## config.mk

```make
export PLATFORM = sky130hd
export DESIGN_NAME = div_restoring_8bit
export DESIGN_NICKNAME = d
export VERILOG_FILES = /design/src/rtl/div_restoring_8bit.sv
export SDC_FILE = /design/constraint.sdc
export NUM_CORES = 1
export LEC_CHECK = 0
export CORE_UTILIZATION = 45
export CTS_CLUSTER_DIAMETER = 200
export CTS_CLUSTER_SIZE = 24
export DETAILED_ROUTE_END_ITERATION = 6
export PLACE_DENSITY_LB_ADDON = 0.1
export SYNTH_ARGS = -nofsm -noshare
export SYNTH_HDL_FRONTEND = slang
export SYNTH_SLANG_ARGS = --single-unit
export TNS_END_PERCENT = 50
```

## constraint.sdc

```tcl
create_clock -name clk -period 3 [get_ports clk]
set_clock_uncertainty 0.1 [all_clocks]
set_input_delay 0.6 -clock clk [delete_from_list [all_inputs] [get_ports clk]]
set_output_delay 0.6 -clock clk [all_outputs]
set_load 0.05 [all_outputs]
```

## src/rtl/div_restoring_8bit.sv

```systemverilog
`timescale 1ns / 1ps
`default_nettype none
// ============================================================================
// Module      : div_restoring_8bit
// Description : Fixed-latency unsigned radix-2 restoring divider. It produces
//               one quotient bit per clock cycle, so a result is ready exactly
//               DATA_LEN cycles after an operation is accepted.
//               Handshake: valid/ready on both the input side and the output
//               side. Division by zero completes with the same latency and
//               returns quotient = all ones, remainder = dividend and sets
//               div_by_zero.
// Ports       : clk          - clock; all state changes on the rising edge
//               rst          - asynchronous, active-high reset
//               in_valid     - dividend/divisor are valid
//               in_ready     - divider is idle and can accept an operation
//               dividend     - unsigned numerator   [DATA_LEN-1:0]
//               divisor      - unsigned denominator [DATA_LEN-1:0]
//               out_valid    - quotient/remainder/div_by_zero are valid
//               out_ready    - consumer takes the result
//               quotient     - floor(dividend / divisor)
//               remainder    - dividend mod divisor
//               div_by_zero  - divisor of the accepted operation was zero
// Revision    : 1.0 - initial release
// ============================================================================
module div_restoring_8bit #(
  parameter int DATA_LEN = 8
) (
  input  logic                clk,
  input  logic                rst,
  input  logic                in_valid,
  output logic                in_ready,
  input  logic [DATA_LEN-1:0] dividend,
  input  logic [DATA_LEN-1:0] divisor,
  output logic                out_valid,
  input  logic                out_ready,
  output logic [DATA_LEN-1:0] quotient,
  output logic [DATA_LEN-1:0] remainder,
  output logic                div_by_zero
);

  localparam int CNT_W = (DATA_LEN > 2) ? $clog2(DATA_LEN) : 1;
  localparam logic [CNT_W-1:0] LAST_ITER = CNT_W'(DATA_LEN - 1);

  typedef enum logic [1:0] {
    IDLE = 2'd0,
    BUSY = 2'd1,
    DONE = 2'd2
  } state_t;

  state_t              state;
  logic [CNT_W-1:0]    iter;
  logic [DATA_LEN-1:0] rem_q;     // partial remainder (always < divisor between steps)
  logic [DATA_LEN-1:0] quo_q;     // dividend shifts out, quotient bits shift in
  logic [DATA_LEN-1:0] dvsr_q;
  logic                dbz_q;
  logic                in_ready_q;
  logic                out_valid_q;

  // The shifted partial remainder is DATA_LEN+1 bits wide: this is the value
  // that can exceed DATA_LEN bits, so compare and subtract are done at that
  // width. After a step the stored remainder is < divisor, hence its top bit
  // is always zero and only DATA_LEN bits need to be kept.
  logic [DATA_LEN:0] trial;
  logic [DATA_LEN:0] diff;
  logic              fits;

  assign trial = {rem_q, quo_q[DATA_LEN-1]};
  assign diff  = trial - {1'b0, dvsr_q};
  // trial <= 2*divisor-1, so a non-negative difference never sets the top
  // bit; the top bit of diff is therefore a pure borrow (trial < divisor).
  // With divisor == 0 the difference is trial itself, which stays below
  // 2**DATA_LEN, so every step "fits" and the quotient fills with ones.
  assign fits  = ~diff[DATA_LEN];

  always_ff @(posedge clk or posedge rst) begin
    if (rst) begin
      state       <= IDLE;
      iter        <= '0;
      rem_q       <= '0;
      quo_q       <= '0;
      dvsr_q      <= '0;
      dbz_q       <= 1'b0;
      in_ready_q  <= 1'b1;
      out_valid_q <= 1'b0;
    end else begin
      case (state)
        IDLE: begin
          // in_ready is high throughout IDLE, so in_valid alone is an accept.
          if (in_valid) begin
            state      <= BUSY;
            in_ready_q <= 1'b0;
            iter       <= '0;
            rem_q      <= '0;
            quo_q      <= dividend;
            dvsr_q     <= divisor;
            dbz_q      <= (divisor == '0);
          end
        end

        BUSY: begin
          rem_q <= fits ? diff[DATA_LEN-1:0] : trial[DATA_LEN-1:0];
          quo_q <= {quo_q[DATA_LEN-2:0], fits};
          iter  <= iter + CNT_W'(1);
          if (iter == LAST_ITER) begin
            state       <= DONE;
            out_valid_q <= 1'b1;
          end
        end

        DONE: begin
          // Result registers are left untouched so they stay valid under
          // backpressure and remain readable after the handshake.
          if (out_ready) begin
            state       <= IDLE;
            out_valid_q <= 1'b0;
            in_ready_q  <= 1'b1;
          end
        end

        default: begin
          state       <= IDLE;
          in_ready_q  <= 1'b1;
          out_valid_q <= 1'b0;
        end
      endcase
    end
  end

  assign in_ready    = in_ready_q;
  assign out_valid   = out_valid_q;
  assign quotient    = quo_q;
  assign remainder   = rem_q;
  assign div_by_zero = dbz_q;

endmodule
`default_nettype wire

```

==> results of run 1 <==
path summary, 6_finish.rpt:
check,startpoint,end,depth (start not counted)
worst max-delay path,quotient[7],remainder[5],8
worst min-delay path,out_valid,out_valid,2
worst max register to register,quotient[7],remainder[5],8
worst min register to register,out_valid,out_valid,2
max in group asynchronous,rst,in_ready,3
min in group asynchronous,rst,out_valid,2
cells in the mapped netlist (2+ instances only):
cell type / n
a21oi_1: 2
o31ai_1: 2
dfrtp_1: 31
inv_1: 13
nand2_1: 31
nor2b_1: 2
ha_1: 10
nor2_1: 3
nand3_1: 7
a31oi_1: 2
a21o_1: 2
o311ai_0: 5
xor2_1: 2
a22o_1: 2
xnor2_1: 4
clkbuf_1: 7
mux2i_1: 7
o21ai_0: 23
nand2b_1: 2
nor4_1: 2
critical path, cell delays in order, from the launching register on:
cell	delay (ps)
dfrtp_1	380
inv_1	70
ha_1	230
fa_1	430
nor2b_2	160
o2111ai_1	160
a32oi_2	260
xnor2_2	240
o311ai_0	450
metal layers:
layer	part of all wire [%]	global-route usage, %
met1	46	25.75
met2	48	31.52
met3	3.7	5.616
met4	2.0	10.23
met5	0	0
cell type report:
| type | count | area (sq um) | area share [%] |
|---|---|---|---|
| sequential | 32 | 802.0 | 35.81 |
| timing repair buffer | 41 | 402.9 | 17.99 |
| inverter | 13 | 48.80 | 2.179 |
| multi-input combinational | 121 | 818.3 | 36.54 |
| clock inverter | 2 | 35.03 | 1.564 |
| tap | 48 | 60.06 | 2.682 |
| clock buffer | 6 | 72.57 | 3.240 |
registers in the layout, indices dropped and copies added (netlist names):
signal / cells
div_by_zero: 1
dvsr_q: 8
in_ready: 1
iter: 3
out_valid: 1
quotient: 8
remainder: 8
state: 2
logic make-up after synthesis:
family	Yosys count	synth area share (%)
and+or+nand+nor	50	12.98
adders and majority gates	11	8.504
xor gates and xnor gates	7	4.032
AOI/OAI and AO/OA	45	17.38
DFF	32	46.99
buffers and inverters	22	5.352
muxes	8	4.766
metrics by stage:
step	hold slack [ps]	utilization, %
4_1_cts	387.7	61.18
3_3_place_gp	363.0	58.24
3_5_place_dp	370.7	58.24
2_1_floorplan	367.7	-
6_report	385.8	61.18
5_1_grt	415.3	61.18
==> results.cfg, run 1 <==
[run_status]
outcome = completed

[routing]
drtIter0Drc = 26
wl_per_cell_um = 13.97
drcViolationCount = 0
vias = 1411
vias_per_cell = 5.365
antenna_left = 0
routed_wl_um = 3675
first_pass_iters = 4

[synth]
yosysWarnings = 0
async_flop_share_pct = 100.0
synth-edff-count = 0
ys_seq_area_share_pct = 46.99
yosys.cell_types.count = 36
synthesis.nets = 206
ys.flop_type = dfrtp_1
syn_avg_cell_area_sq_um = 9.752
synth_seq_cells = 32
synth_area_leader_cell = dfrtp_1
synth_area_leaders = dfrtp_1, ha_1, nand2_1
syn_inst = 175
synth_top_area_share_pct = 45.45
synth_area_sq_mm = 0.001707

[cells_and_area]
fillers = 308
stdcell_area_sq_mm = 0.002240
nNetsFinal = 245
n_antenna_cell = 0
area_growth_pct = 31.23
drive_gt1_share_pct = 7.442
layout_commonest_cell = clkdlybuf4s50_1
layout.cells.non_filler = 263
final_cell_mix = clkdlybuf4s50_1, nand2_1, dfrtp_1

[clock_network]
cts_resized = 0
htreeDepth = 2
cts_setup_buffers = 0
clock-sinks = 32
cts.clk_slew.worst_paths_ps = 70
root_buffer = clkbuf_8
cts_made_buffers = 5
cts_hold_buf = 0
tritoncts = built
clockBufferDepth = 2
clkLatencyLatePin_ps = 290

[setup_path]
ff2ff_setup_slack_ps = 390
arrival_ps = 2650
path_class = reg2reg
cp_max_fo = 16
required_ps = 3050
crit_path_end_kind = flop
cp-start-kind = flop

[sta]
setup_ws_ps = 394.8
hold_viol_final = 0
tightest_slew_ps = 1203
slew_headroom_pct = 18.92
fin_crit_sh_pct = 86.84
fin_tns_setup_ps = 0
slew_violations = 0
min_period_ps = 2605
finalSetupViolCount = 0
max_freq_ghz = 0.3839
rsz0062_at_grt = no

[grt]
grt_antenna_before_repair = 0
grt-ovfl-total = 0
grt_pass1_wl_um = 6279
track_usage_pct = 20.31
grt_max_degree = 29
first_global_vias = 1397

[floorplan]
start_util_pct = 46.62
rows = 22
core-area_sq_mm = 0.003661
io-pin-count = 39
die-area_sq_mm = 0.004043
die_w_um = 63.59
die_h_um = 63.59

[place]
gp_congestion = 0.8400
place_area_sq_mm = 0.002132
hpwl_um = 2658
port_buffers = 38
dp_slack_ps = 389.8
placedCellCount = 255

[job]
cap_violations = 0

[min_path]
hold_path_class = reg2reg
Power of run 1 is left out: the tool's default activity adds up to more than one toggle a clock period on the data nets, which glitch-free logic cannot reach.
==> run 2, diff against run 1 <==
- clock period: 3 -> 2.74 ns (I/O delays scaled with it)
==> results.cfg, run 2 (synthesis gave the netlist of run 1 again) <==
[run_status]
outcome = completed

[min_path]
hold_path_end = out_valid
hold_depth = 2
hold_path_class = reg2reg
hold_path_startpoint = out_valid

[clock_network]
tritoncts = built
cts_hold_buf = 0
cts_resized = 0
clockBufferDepth = 2
cts_made_buffers = 5
clock-sinks = 32
clkLatencyLatePin_ps = 280
htreeDepth = 2
root_buffer = clkbuf_8
cts_setup_buffers = 0
cts.clk_slew.worst_paths_ps = 70

[place]
hpwl_um = 2456
placedCellCount = 255
port_buffers = 38
dp_slack_ps = 246.9
gp_congestion = 0.8091
place_area_sq_mm = 0.002132

[cells_and_area]
fillers = 306
layout.cells.non_filler = 263
final_cell_mix = clkdlybuf4s50_1, nand2_1, dfrtp_1
utilization_pct = 61.18
stdcell_area_sq_mm = 0.002240
layout_commonest_cell = clkdlybuf4s50_1
area_growth_pct = 31.23
n_antenna_cell = 0
nNetsFinal = 245
drive_gt1_share_pct = 7.442

[routing]
wl_per_cell_um = 13.15
vias = 1382
routed_wl_um = 3459
drtIter0Drc = 62
antenna_left = 0
vias_per_cell = 5.255
drcViolationCount = 0
first_pass_iters = 4

[floorplan]
core-area_sq_mm = 0.003661
io-pin-count = 39
rows = 22
die_h_um = 63.59
die_w_um = 63.59
start_util_pct = 46.62
die-area_sq_mm = 0.004043

[sta]
min_period_ps = 2523
rsz0062_at_grt = no
hold_viol_final = 0
setup_ws_ps = 216.6
slew_headroom_pct = 18.89
slew_violations = 0
max_freq_ghz = 0.3963
finalSetupViolCount = 0
fin_tns_setup_ps = 0
fin_crit_sh_pct = 92.09
tightest_slew_ps = 1204

[grt]
grt_pass1_wl_um = 5989
grt-ovfl-total = 0
first_global_vias = 1306
grt_max_degree = 33
track_usage_pct = 18.93
grt_antenna_before_repair = 0

[setup_path]
arrival_ps = 2570
ff2ff_setup_slack_ps = 220
crit_path_max_incr_delay_ps = 580
required_ps = 2780
path_class = reg2reg
cp_max_fo = 16
slowest_stage = xnor2_2
cp-start-kind = flop
crit_path_end_kind = flop
r2r_cells = 9
regToRegEndpoint = remainder[2]
crit_chain = inv_1 -> ha_1 -> fa_1 -> nor2b_2 -> o2111ai_1 -> a32oi_2 -> xnor2_2 -> mux2i_1 -> o21ai_0
rr_startpoint = quotient[7]

[power_and_ir_drop]
powerDensity_mw_per_mm2 = 1460
ir_worst_vdd_mv = 0.6198
p_leak_nw = 0.9659

[job]
cap_violations = 0
[run 2: where the power goes]
part | internal [mW] | switching, mW | leakage [nW]
combinational | 0.781 | 1.19 | 0.512
clock | 0.270 | 0.167 | 0.0552
sequential | 0.702 | 0.158 | 0.399
[run 2: how the worst max path moves through the flow]
stage	start	endpoint	slack (ps)	cells after the start
final	quotient[7]	remainder[2]	220	9
after global placement	quotient[7]	remainder[0]	310	8
after floorplan	quotient[7]	remainder[7]	80	10
after global routing	quotient[7]	remainder[0]	40	8
after CTS	quotient[7]	remainder[0]	220	8
after detailed placement	quotient[7]	remainder[2]	250	9
[run 2: worst max-delay path: cells and delay by family (launching register included)]
kind / cells / cell delay [ps]
AO/OA/AOI/OAI: 3 / 530
XOR/XNOR: 1 / 580
adder cells (fa/ha/maj): 2 / 410
buffers and inverters: 1 / 80
flip-flops: 1 / 390
multiplexers: 1 / 250
AND/OR/NAND/NOR: 1 / 60
[run 2: layer usage]
| layer | part of all wire, % | GRT usage [%] | up-vias |
|---|---|---|---|
| li1 | - | - | 692 |
| met4 | 1.5 | 8.523 | 0 |
| met5 | 0 | 0 | - |
| met1 | 47 | 24.97 | 649 |
| met2 | 47 | 29.26 | 36 |
| met3 | 4.6 | 4.529 | 5 |
[run 2: through the flow]
| step | hold slack, ps | total power, mW |
|---|---|---|
| after floorplan | 367.7 | 2.381 |
| after global placement | 362.4 | 2.790 |
| after detailed placement | 363.6 | 2.842 |
| after CTS | 380.3 | 3.294 |
| after global routing | 419.6 | 3.529 |
| final | 374.3 | 3.269 |
[run 2: area by class of cell]
type	count	area, sq um	area share (%)
Timing Repair Buffer	41	402.9	17.99
Tap cell	48	60.06	2.682
Clock inverter	2	35.03	1.564
Clock buffer	6	72.57	3.240
Multi-Input combinational cell	121	818.3	36.54
Sequential cell	32	802.0	35.81
Inverter	13	48.80	2.179
No activity file was read; power rests on OpenSTA's default activity.
==> run 3, diff against run 2 <==
- SETUP_SLACK_MARGIN: not set -> 0.2
==> results.cfg, run 3 (synthesis gave the netlist of run 1 again) <==
[cells_and_area]
n_antenna_cell = 0
nNetsFinal = 250
drive_gt1_share_pct = 12.27
layout_commonest_cell = clkdlybuf4s50_1
fillers = 305
area_growth_pct = 34.82
final_cell_mix = clkdlybuf4s50_1, nand2_1, dfrtp_1

[setup_path]
arrival_ps = 2490
cp-start-kind = flop
path_class = reg2reg
endpoint = remainder[2]
required_ps = 2790
crit_path_end_kind = flop
ff2ff_setup_slack_ps = 300
startpoint = quotient[7]
regToRegEndpoint = remainder[2]
cp_max_fo = 8
rr_startpoint = quotient[7]
r2r_cells = 10

[clock_network]
cts_made_buffers = 5
clkLatencyLatePin_ps = 280
root_buffer = clkbuf_8
clockBufferDepth = 2
htreeDepth = 2
tritoncts = built
cts.clk_slew.worst_paths_ps = 70
clock-sinks = 32

[routing]
first_pass_iters = 4
antenna_left = 0
routed_wl_um = 3596
vias = 1419
drtIter0Drc = 64
vias_per_cell = 5.295
drcViolationCount = 0
wl_per_cell_um = 13.42

[sta]
slew_headroom_pct = 18.73
rsz0062_at_grt = no
tightest_slew_ps = 1206
finalSetupViolCount = 0
min_period_ps = 2439
fin_crit_sh_pct = 89.00
hold_viol_final = 0
fin_tns_setup_ps = 0
slew_violations = 0
max_freq_ghz = 0.4101

[floorplan]
start_util_pct = 46.62
core-area_sq_mm = 0.003661
die_h_um = 63.59
io-pin-count = 39
rows = 22
die_w_um = 63.59
die-area_sq_mm = 0.004043

[grt]
grtUsageMet3_pct = 4.348
busiest_layer = met2
met1_usage_pct = 23.96
first_global_vias = 1361
grt_antenna_before_repair = 0
track_usage_pct = 19.37
grt_max_degree = 33
grt_pass1_wl_um = 6009
use_met2_pct = 31.38
grt-ovfl-total = 0

[min_path]
hold_depth = 2
hold_path_class = reg2reg

[job]
cap_violations = 0

[place]
port_buffers = 38
hpwl_um = 2502
gp_congestion = 0.8070

[run_status]
outcome = completed
==> run 3: changes by cell type in the layout (fill, tap and decap cells not counted), moves of 2 or more <==
cell	change
buf_4	+4
dfrtp_1	-2
dfrtp_2	+2
o311ai_0	-4
o311ai_1	+4
==> run 3: repair_timing <==
action                     4_1_cts  5_1_grt
buffers inserted                 0        4
setup endpoints to repair        0        9
gates resized for setup          0       10
hold endpoints to repair         0        0
hold buffers                     0        0
==> run 3: how the worst min path moves through the flow <==
stage               startpoint        end  slack, ps
floorplan              iter[0]    iter[0]        370
global placement     out_valid  out_valid        360
detailed placement   out_valid  out_valid        370
CTS                  out_valid  out_valid        390
global route         out_valid  out_valid        420
finish               out_valid  out_valid        380
==> run 3: per-layer routing <==
metal  wire length [um]  part of all wire, %
met3                153                  4.3
met2               1682                   47
met5                  0                    0
met4                 44                  1.2
met1               1715                   48
==> run 3: stage by stage <==
stage	worst slack [ps]	hold WS (ps)	cell area (sq um)	util, %	cells
2_1_floorplan	221.1	367.7	1709	-	175
3_3_place_gp	328.9	363.0	2135	58.30	255
3_5_place_dp	257.8	368.9	2135	58.30	255
4_1_cts	223.6	386.4	2227	60.83	263
5_1_grt	180.4	415.1	2301	62.85	268
6_report	301.4	382.6	2301	62.85	268
==> run 3: worst max-delay path: stages (launching register included) <==
cell and delay, ps:
dfrtp_2 370, inv_1 60, ha_2 200, fa_2 420, nor2b_4 130, o2111ai_2 160, a32oi_2 250, buf_4 170
xnor2_4 160, mux2i_1 220, o21ai_1 70
==> run 3: cell type report <==
class / instances / area (sq um) / share of cell area [%]
well taps: 48 / 60.06 / 2.610
multi-input cells: 122 / 862.1 / 37.47
clock inverters: 2 / 10.01 / 0.4350
flip-flops and latches: 32 / 804.5 / 34.96
inverters: 13 / 48.80 / 2.121
clock buffers: 6 / 82.58 / 3.589
repair buffers: 45 / 432.9 / 18.81
Power of run 3 is left out for the same reason.
